<file path="config.mk">
export PLATFORM = sky130hd
export DESIGN_NAME = connect4_host
export DESIGN_NICKNAME = d
export VERILOG_FILES = /design/src/rtl/connect4_pkg.sv /design/src/rtl/c4_sat_counter.sv /design/src/rtl/connect4_host.sv
export SDC_FILE = /design/constraint.sdc
export NUM_CORES = 1
export LEC_CHECK = 0
export CELL_PAD_IN_SITES_DETAIL_PLACEMENT = 1
export CELL_PAD_IN_SITES_GLOBAL_PLACEMENT = 2
export CORE_ASPECT_RATIO = 0.8
export CORE_MARGIN = 2
export CORE_UTILIZATION = 32
export CTS_BUF_LIST = sky130_fd_sc_hd__clkbuf_8
export DETAILED_ROUTE_END_ITERATION = 7
export PLACE_DENSITY = 0.93
export SLEW_MARGIN = 30
export SYNTH_ARGS = -nofsm -noshare
export SYNTH_HDL_FRONTEND = slang
export SYNTH_SLANG_ARGS = --single-unit
</file>
<file path="constraint.sdc">
create_clock -name clk -period 4.45 [get_ports clk]
set_clock_uncertainty 0.1 [all_clocks]
set_input_delay 1.1125 -clock clk [delete_from_list [all_inputs] [get_ports clk]]
set_output_delay 1.1125 -clock clk [all_outputs]
set_load 0.03 [all_outputs]
</file>
<file path="src/rtl/connect4_pkg.sv">
// Shared constants and types for the connect4 host sequencer.
package connect4_pkg;

    localparam int C4_COLS  = 7;
    localparam int C4_ROWS  = 6;
    localparam int C4_CELLS = 42;

    // Column index width; value 7 is the only out-of-range code.
    localparam int COL_W = 3;

    typedef enum logic [1:0] {
        S_IDLE,
        S_ISSUE,
        S_WAIT_RE
    } host_state_t;

endpackage

</file>
<file path="src/rtl/c4_sat_counter.sv">
// Saturating up-counter: sticks at all-ones instead of wrapping.
module c4_sat_counter #(
    parameter int WIDTH = 8
) (
    input  logic             clk,
    input  logic             rst_n,
    input  logic             clear,
    input  logic             inc,
    output logic [WIDTH-1:0] count
);

    // Count up on inc, hold once every bit is set.
    always_ff @(posedge clk) begin
        if (!rst_n || clear) begin
            count <= '0;
        end else if (inc && (count != '1)) begin
            count <= count + 1'b1;
        end
    end

endmodule

</file>
<file path="src/rtl/connect4_host.sv">
// Move sequencer for the connect4 engine: takes column choices, assigns the
// player, runs the op/re handshakes and keeps score.
// Optional watchdog enabled by defining C4H_TIMEOUT_EN.
module connect4_host
    import connect4_pkg::*;
#(
    parameter int SCORE_W     = 8,
    parameter int TIMEOUT_CYC = 64
) (
    input  logic               clk,
    input  logic               rst_n,
    input  logic               mv_valid,
    output logic               mv_ready,
    input  logic [2:0]         mv_col,
    input  logic               op_ready,
    output logic               op_valid,
    output logic               op_player_id,
    output logic [2:0]         op_col_id,
    output logic               re_ready,
    input  logic               re_valid,
    input  logic               re_err,
    input  logic               re_is_finished,
    input  logic               re_winner,
    input  logic               re_tie,
    output logic               cur_player,
    output logic [5:0]         move_cnt,
    output logic               game_done,
    output logic [SCORE_W-1:0] win0_cnt,
    output logic [SCORE_W-1:0] win1_cnt,
    output logic [SCORE_W-1:0] tie_cnt,
    output logic [SCORE_W-1:0] err_cnt,
    output logic               timeout
);

    localparam logic [5:0]       MOVE_MAX = 6'(C4_CELLS);
    localparam logic [COL_W-1:0] COL_BAD  = COL_W'(C4_COLS);

    host_state_t      state, state_nxt;
    logic             mv_ready_nxt, op_valid_nxt, op_player_nxt, re_ready_nxt;
    logic [COL_W-1:0] op_col_nxt;
    logic             cur_player_nxt, game_done_nxt;
    logic [5:0]       move_cnt_nxt;
    logic             win0_inc, win1_inc, tie_inc, err_inc;

    logic mv_fire, op_fire, re_fire;
    assign mv_fire = mv_valid & mv_ready;
    assign op_fire = op_valid & op_ready;
    assign re_fire = re_valid & re_ready;

    // Next-state, next-output and score strobes for the handshake sequencer.
    always_comb begin
        state_nxt      = state;
        mv_ready_nxt   = mv_ready;
        op_valid_nxt   = op_valid;
        op_player_nxt  = op_player_id;
        op_col_nxt     = op_col_id;
        re_ready_nxt   = re_ready;
        cur_player_nxt = cur_player;
        move_cnt_nxt   = move_cnt;
        game_done_nxt  = 1'b0;
        win0_inc       = 1'b0;
        win1_inc       = 1'b0;
        tie_inc        = 1'b0;
        err_inc        = 1'b0;
        case (state)
            S_IDLE: begin
                if (mv_fire) begin
                    if (mv_col == COL_BAD) begin
                        // Rejected locally; the engine never sees it.
                        err_inc = 1'b1;
                    end else begin
                        op_col_nxt    = mv_col;
                        op_player_nxt = cur_player;
                        mv_ready_nxt  = 1'b0;
                        op_valid_nxt  = 1'b1;
                        state_nxt     = S_ISSUE;
                    end
                end
            end
            S_ISSUE: begin
                if (op_fire) begin
                    op_valid_nxt = 1'b0;
                    re_ready_nxt = 1'b1;
                    state_nxt    = S_WAIT_RE;
                end
            end
            S_WAIT_RE: begin
                if (re_fire) begin
                    re_ready_nxt = 1'b0;
                    mv_ready_nxt = 1'b1;
                    state_nxt    = S_IDLE;
                    if (re_err) begin
                        // Same player retries; error wins over finished.
                        err_inc = 1'b1;
                    end else if (re_is_finished) begin
                        game_done_nxt  = 1'b1;
                        cur_player_nxt = 1'b0;
                        move_cnt_nxt   = '0;
                        if (re_tie) begin
                            tie_inc = 1'b1;
                        end else if (re_winner) begin
                            win1_inc = 1'b1;
                        end else begin
                            win0_inc = 1'b1;
                        end
                    end else begin
                        if (move_cnt < MOVE_MAX) begin
                            move_cnt_nxt = move_cnt + 6'd1;
                        end
                        cur_player_nxt = ~cur_player;
                    end
                end
            end
            default: begin
                state_nxt    = S_IDLE;
                mv_ready_nxt = 1'b1;
                op_valid_nxt = 1'b0;
                re_ready_nxt = 1'b0;
            end
        endcase
    end

    // State and registered outputs.
    always_ff @(posedge clk) begin
        if (!rst_n) begin
            state        <= S_IDLE;
            mv_ready     <= 1'b1;
            op_valid     <= 1'b0;
            op_player_id <= 1'b0;
            op_col_id    <= '0;
            re_ready     <= 1'b0;
            cur_player   <= 1'b0;
            move_cnt     <= '0;
            game_done    <= 1'b0;
        end else begin
            state        <= state_nxt;
            mv_ready     <= mv_ready_nxt;
            op_valid     <= op_valid_nxt;
            op_player_id <= op_player_nxt;
            op_col_id    <= op_col_nxt;
            re_ready     <= re_ready_nxt;
            cur_player   <= cur_player_nxt;
            move_cnt     <= move_cnt_nxt;
            game_done    <= game_done_nxt;
        end
    end

    c4_sat_counter #(.WIDTH(SCORE_W)) u_win0 (
        .clk(clk), .rst_n(rst_n), .clear(1'b0), .inc(win0_inc), .count(win0_cnt)
    );
    c4_sat_counter #(.WIDTH(SCORE_W)) u_win1 (
        .clk(clk), .rst_n(rst_n), .clear(1'b0), .inc(win1_inc), .count(win1_cnt)
    );
    c4_sat_counter #(.WIDTH(SCORE_W)) u_tie (
        .clk(clk), .rst_n(rst_n), .clear(1'b0), .inc(tie_inc), .count(tie_cnt)
    );
    c4_sat_counter #(.WIDTH(SCORE_W)) u_err (
        .clk(clk), .rst_n(rst_n), .clear(1'b0), .inc(err_inc), .count(err_cnt)
    );

`ifdef C4H_TIMEOUT_EN
    localparam int WD_W = $clog2(TIMEOUT_CYC + 1);
    logic [WD_W-1:0] wd_cnt;

    // Watchdog: counts cycles spent in one busy state; flag is sticky and
    // does not disturb the FSM so it stays aligned with the engine.
    always_ff @(posedge clk) begin
        if (!rst_n) begin
            wd_cnt  <= '0;
            timeout <= 1'b0;
        end else begin
            if ((state == S_IDLE) || (state_nxt != state)) begin
                wd_cnt <= '0;
            end else if (wd_cnt != WD_W'(TIMEOUT_CYC)) begin
                wd_cnt <= wd_cnt + 1'b1;
            end
            if ((state != S_IDLE) && (wd_cnt == WD_W'(TIMEOUT_CYC - 1))) begin
                timeout <= 1'b1;
            end
        end
    end
`else
    logic unused_timeout_cfg;
    assign unused_timeout_cfg = (TIMEOUT_CYC != 0);
    assign timeout = 1'b0;
`endif

endmodule

</file>
==> summary.txt <==
Yosys
  • Seq cells post-synth: 49
  • Syn Nets: 297
  • Dominant cells by area after synthesis: dfxtp_1, a21oi_1, nand3_1, or4_1, o21ai_0
  • Post-synthesis sequential area ratio: 40.39%
  • Yosys warns: 0
  • Gate Count Post-Synth: 280
  • Yosys top cell by area: dfxtp_1
  • Post-synth EDFFs: 0
  • Top_reg_cell synth: dfxtp_1
  • Post-synth ARST share: 0%
  • Share of the synthesized area in the top cell type: 40.39%
  • Syn avg cell area: 8.673 sq um
  • Post-synth cell types: 46
  • Mapped cell area: 2429 sq um

Pwr
  • Sw Ratio: 24.73%
  • Peak VDD IR: 0.0001328 V
  • Internal power: 0.0006030 W
  • Comb power frac: 10.0%
  • Sequential Power Share: 57.0%
  • Pwr dens: 252.3 nW/um^2
  • P_sw: 0.0001981 W
  • Static leakage: 1.047 nW
  • Clock group share of total power: 33.0%

Floorplanning
  • Chip width: 101.4 microns
  • IO Count: 60
  • Die height: 81.92 microns
  • Die area: 8307 sq um
  • Starting Density: 32.85%
  • Core area: 7392 sq um
  • # rows: 28

Clocking
  • Post-CTS sizing: 0
  • CTS tree: done
  • CTS HTree Levels: 2
  • CTS Root Cell: clkbuf_8
  • Clock Sinks: 49
  • Post-CTS Setup Bufs: 0
  • Hold buffers post-CTS: 0
  • Clock transition at path regs: 90 ps
  • Max Root-Sink Buffers: 2
  • Clk Latency, worst-skew pair: 300 ps
  • Total CTS buffers: 5

Drt
  • DR vias/cell: 5.386
  • DRC Markers: 0
  • Remaining antenna violation count after routing: 0
  • Vias: 2370
  • Drt pass-1 iters: 4
  • DR iter-0 viols: 45
  • WL per Instance: 14.95 microns
  • Drt total wl: 6579 microns

Finish
  • Ant. Diodes: 0
  • Final #Nets: 352
  • Syn-to-layout area delta: 30.76%
  • Share of layout cells above drive strength 1: 6.567%

Timing
  • Measured slew at the worst slew-check pin: 783.9 ps
  • Relative slew slack: 47.00%
  • Final-report hold violation count: 0
  • RSZ-0062 raised after global routing: false
  • Final worst path period share: 68.04%
  • Final-report setup violation count: 0
  • Setup TNS: 0 ps
  • Slew Viols, Final: 0
  • Highest clock rate: 330.3 MHz
  • Crit path time final: 3028 ps
  • Worst setup margin: 1422 ps

Critical path
  • CP Data Required Time: 4580 ps
  • Crit end category: flop
  • Crit path kind: in -> reg
  • CP arrival: 3160 ps
  • CP Launch Type: input pin
  • Depth of the most critical reg-to-reg path: 5
  • CP max FO: 17

GRT
  • Global route overflow: 0
  • GRT Total Usage: 16.10%
  • Vias in the first global route: 2203
  • Pin count of the biggest net entering global routing: 30
  • Initial antenna violation count: 0
  • First-pass GRT wire length: 10580 microns

Placed design
  • Post-place setup slack: 1042 ps
  • Post-DP HPWL: 4690 microns
  • Routability congestion estimate: 0.7902
  • Port Buffer Count: 58

Min path
  • Cells on Worst Hold Path: 2
  • Worst Hold Class: reg -> reg

Outcome
  • Status: completed

Run
  • Max Cap Viol: 0
## cells by family after synthesis
group / Yosys count / share of synthesized area [%]
flip-flops: 49 / 40.39
adder cells (fa/ha/maj): 5 / 2.576
buffers and inverters: 21 / 4.327
other: 1 / 0.1544
AO/OA/AOI/OAI: 80 / 20.87
AND/OR/NAND/NOR: 119 / 29.68
XOR/XNOR: 1 / 0.3607
multiplexers: 4 / 1.649
## critical path: stages
cell and delay (ps):
clkdlybuf4s50_1 450, buf_4 200, nor4b_1 270, o211ai_1 320, clkbuf_2 250, or4_1 410, a21oi_1 140
## per-layer routing
metal / share of wire (%) / track usage [%] / wire length [microns] / up-vias
li1: - / - / - / 1185
met1: 51 / 21.84 / 3367 / 1134
met2: 44 / 25.96 / 2919 / 44
met3: 3.1 / 2.894 / 207 / 7
met4: 1.3 / 5.270 / 85 / 0
met5: 0 / 0 / 0 / -
## Yosys cell counts, types with 2 or more instances
library cell  instances
a21oi_1              32
a31oi_1               4
and3_1                3
buf_2                 3
buf_4                 2
buf_6                 2
clkbuf_1              7
dfxtp_1              49
ha_1                  5
inv_1                 6
mux2i_1               4
nand2_1              19
nand2b_1              5
nand3_1              22
nand4_1               5
nand4bb_1             2
nor2_1               16
nor2b_1               2
nor3_1                3
nor4_1                3
nor4b_1               2
o211a_1               2
o211ai_1              2
o21ai_0              17
o221a_2               3
o311ai_0              2
o31ai_1              11
o41ai_1               4
or3_1                 9
or3b_2                4
or4_1                13
or4b_1                3
## metrics by stage
step	util, %	std cells	hold WS [ps]	power, W	area, sq um
3_3_place_gp	41.72	432	373.1	0.0005448	3084
5_1_grt	42.96	440	423.3	0.0008431	3176
2_1_floorplan	-	280	481.6	0.0005122	2429
6_report	42.96	440	395.2	0.0008011	3176
4_1_cts	42.89	439	398.8	0.0008160	3171
3_5_place_dp	41.72	432	386.9	0.0005476	3084
## final timing paths
check	to	startpoint	slack, ps
worst max register to register	u_win0.count[6]	state[1]	2270
worst min register to register	op_player_id	op_player_id	400
worst max-delay path	u_win0.count[6]	re_is_finished	1420
worst min-delay path	op_player_id	op_player_id	400
## cell usage in the layout (no fill, tap or decap), drive strengths merged, types with 2 or more instances in the layout
| master | synthesis | final |
|---|---|---|
| o21ai | 17 | 17 |
| or3 | 9 | 9 |
| nand4bb | 2 | 2 |
| nor2 | 16 | 16 |
| o211ai | 2 | 2 |
| buf | 7 | 3 |
| a21oi | 32 | 32 |
| nor3 | 3 | 3 |
| nor4 | 3 | 3 |
| or4 | 13 | 13 |
| a31oi | 4 | 4 |
| o311ai | 3 | 3 |
| clkbuf | 7 | 7 |
| ha | 5 | 5 |
| nand3 | 22 | 22 |
| nand2 | 19 | 19 |
| o41ai | 4 | 4 |
| or3b | 4 | 4 |
| nand4 | 6 | 6 |
| or2 | 2 | 2 |
| mux2i | 4 | 4 |
| o211a | 2 | 2 |
| nor4b | 2 | 2 |
| o31ai | 11 | 11 |
| dfxtp | 49 | 49 |
| inv | 6 | 7 |
| clkdlybuf4s50 | 0 | 58 |
| or4b | 3 | 3 |
| nand4b | 2 | 2 |
| and3 | 3 | 3 |
| nor2b | 2 | 2 |
| nand2b | 5 | 5 |
| o221a | 3 | 3 |
## final cells by class
class | count | area [sq um]
clock inverters | 1 | 3.754
well taps | 105 | 131.4
inverters | 7 | 26.28
repair buffers | 62 | 608.1
multi-input cells | 210 | 1343
flip-flops and latches | 49 | 980.9
clock buffers | 6 | 82.58
fillers | 861 | 4217
## power groups by stage
| stage | combinational, W | sequential (W) | clock, W |
|---|---|---|---|
| 4_1_cts | 0.0000809 | 0.000457 | 0.000278 |
| 6_report | 0.0000802 | 0.000456 | 0.000265 |
| 2_1_floorplan | 0.0000362 | 0.000476 | 0 |
| 3_3_place_gp | 0.0000789 | 0.000466 | 0 |
| 5_1_grt | 0.0000868 | 0.000458 | 0.000298 |
| 3_5_place_dp | 0.0000806 | 0.000467 | 0 |
## registers in the layout (all words and copies together) (netlist names)
register      cells
re_ready          1
mv_ready          1
op_valid          1
game_done         1
move_cnt          6
u_err.count       8
u_win1.count      8
op_col_id         3
state             2
u_tie.count       8
u_win0.count      8
op_player_id      1
cur_player        1
Note: power is estimated with default switching activity, not from simulation.
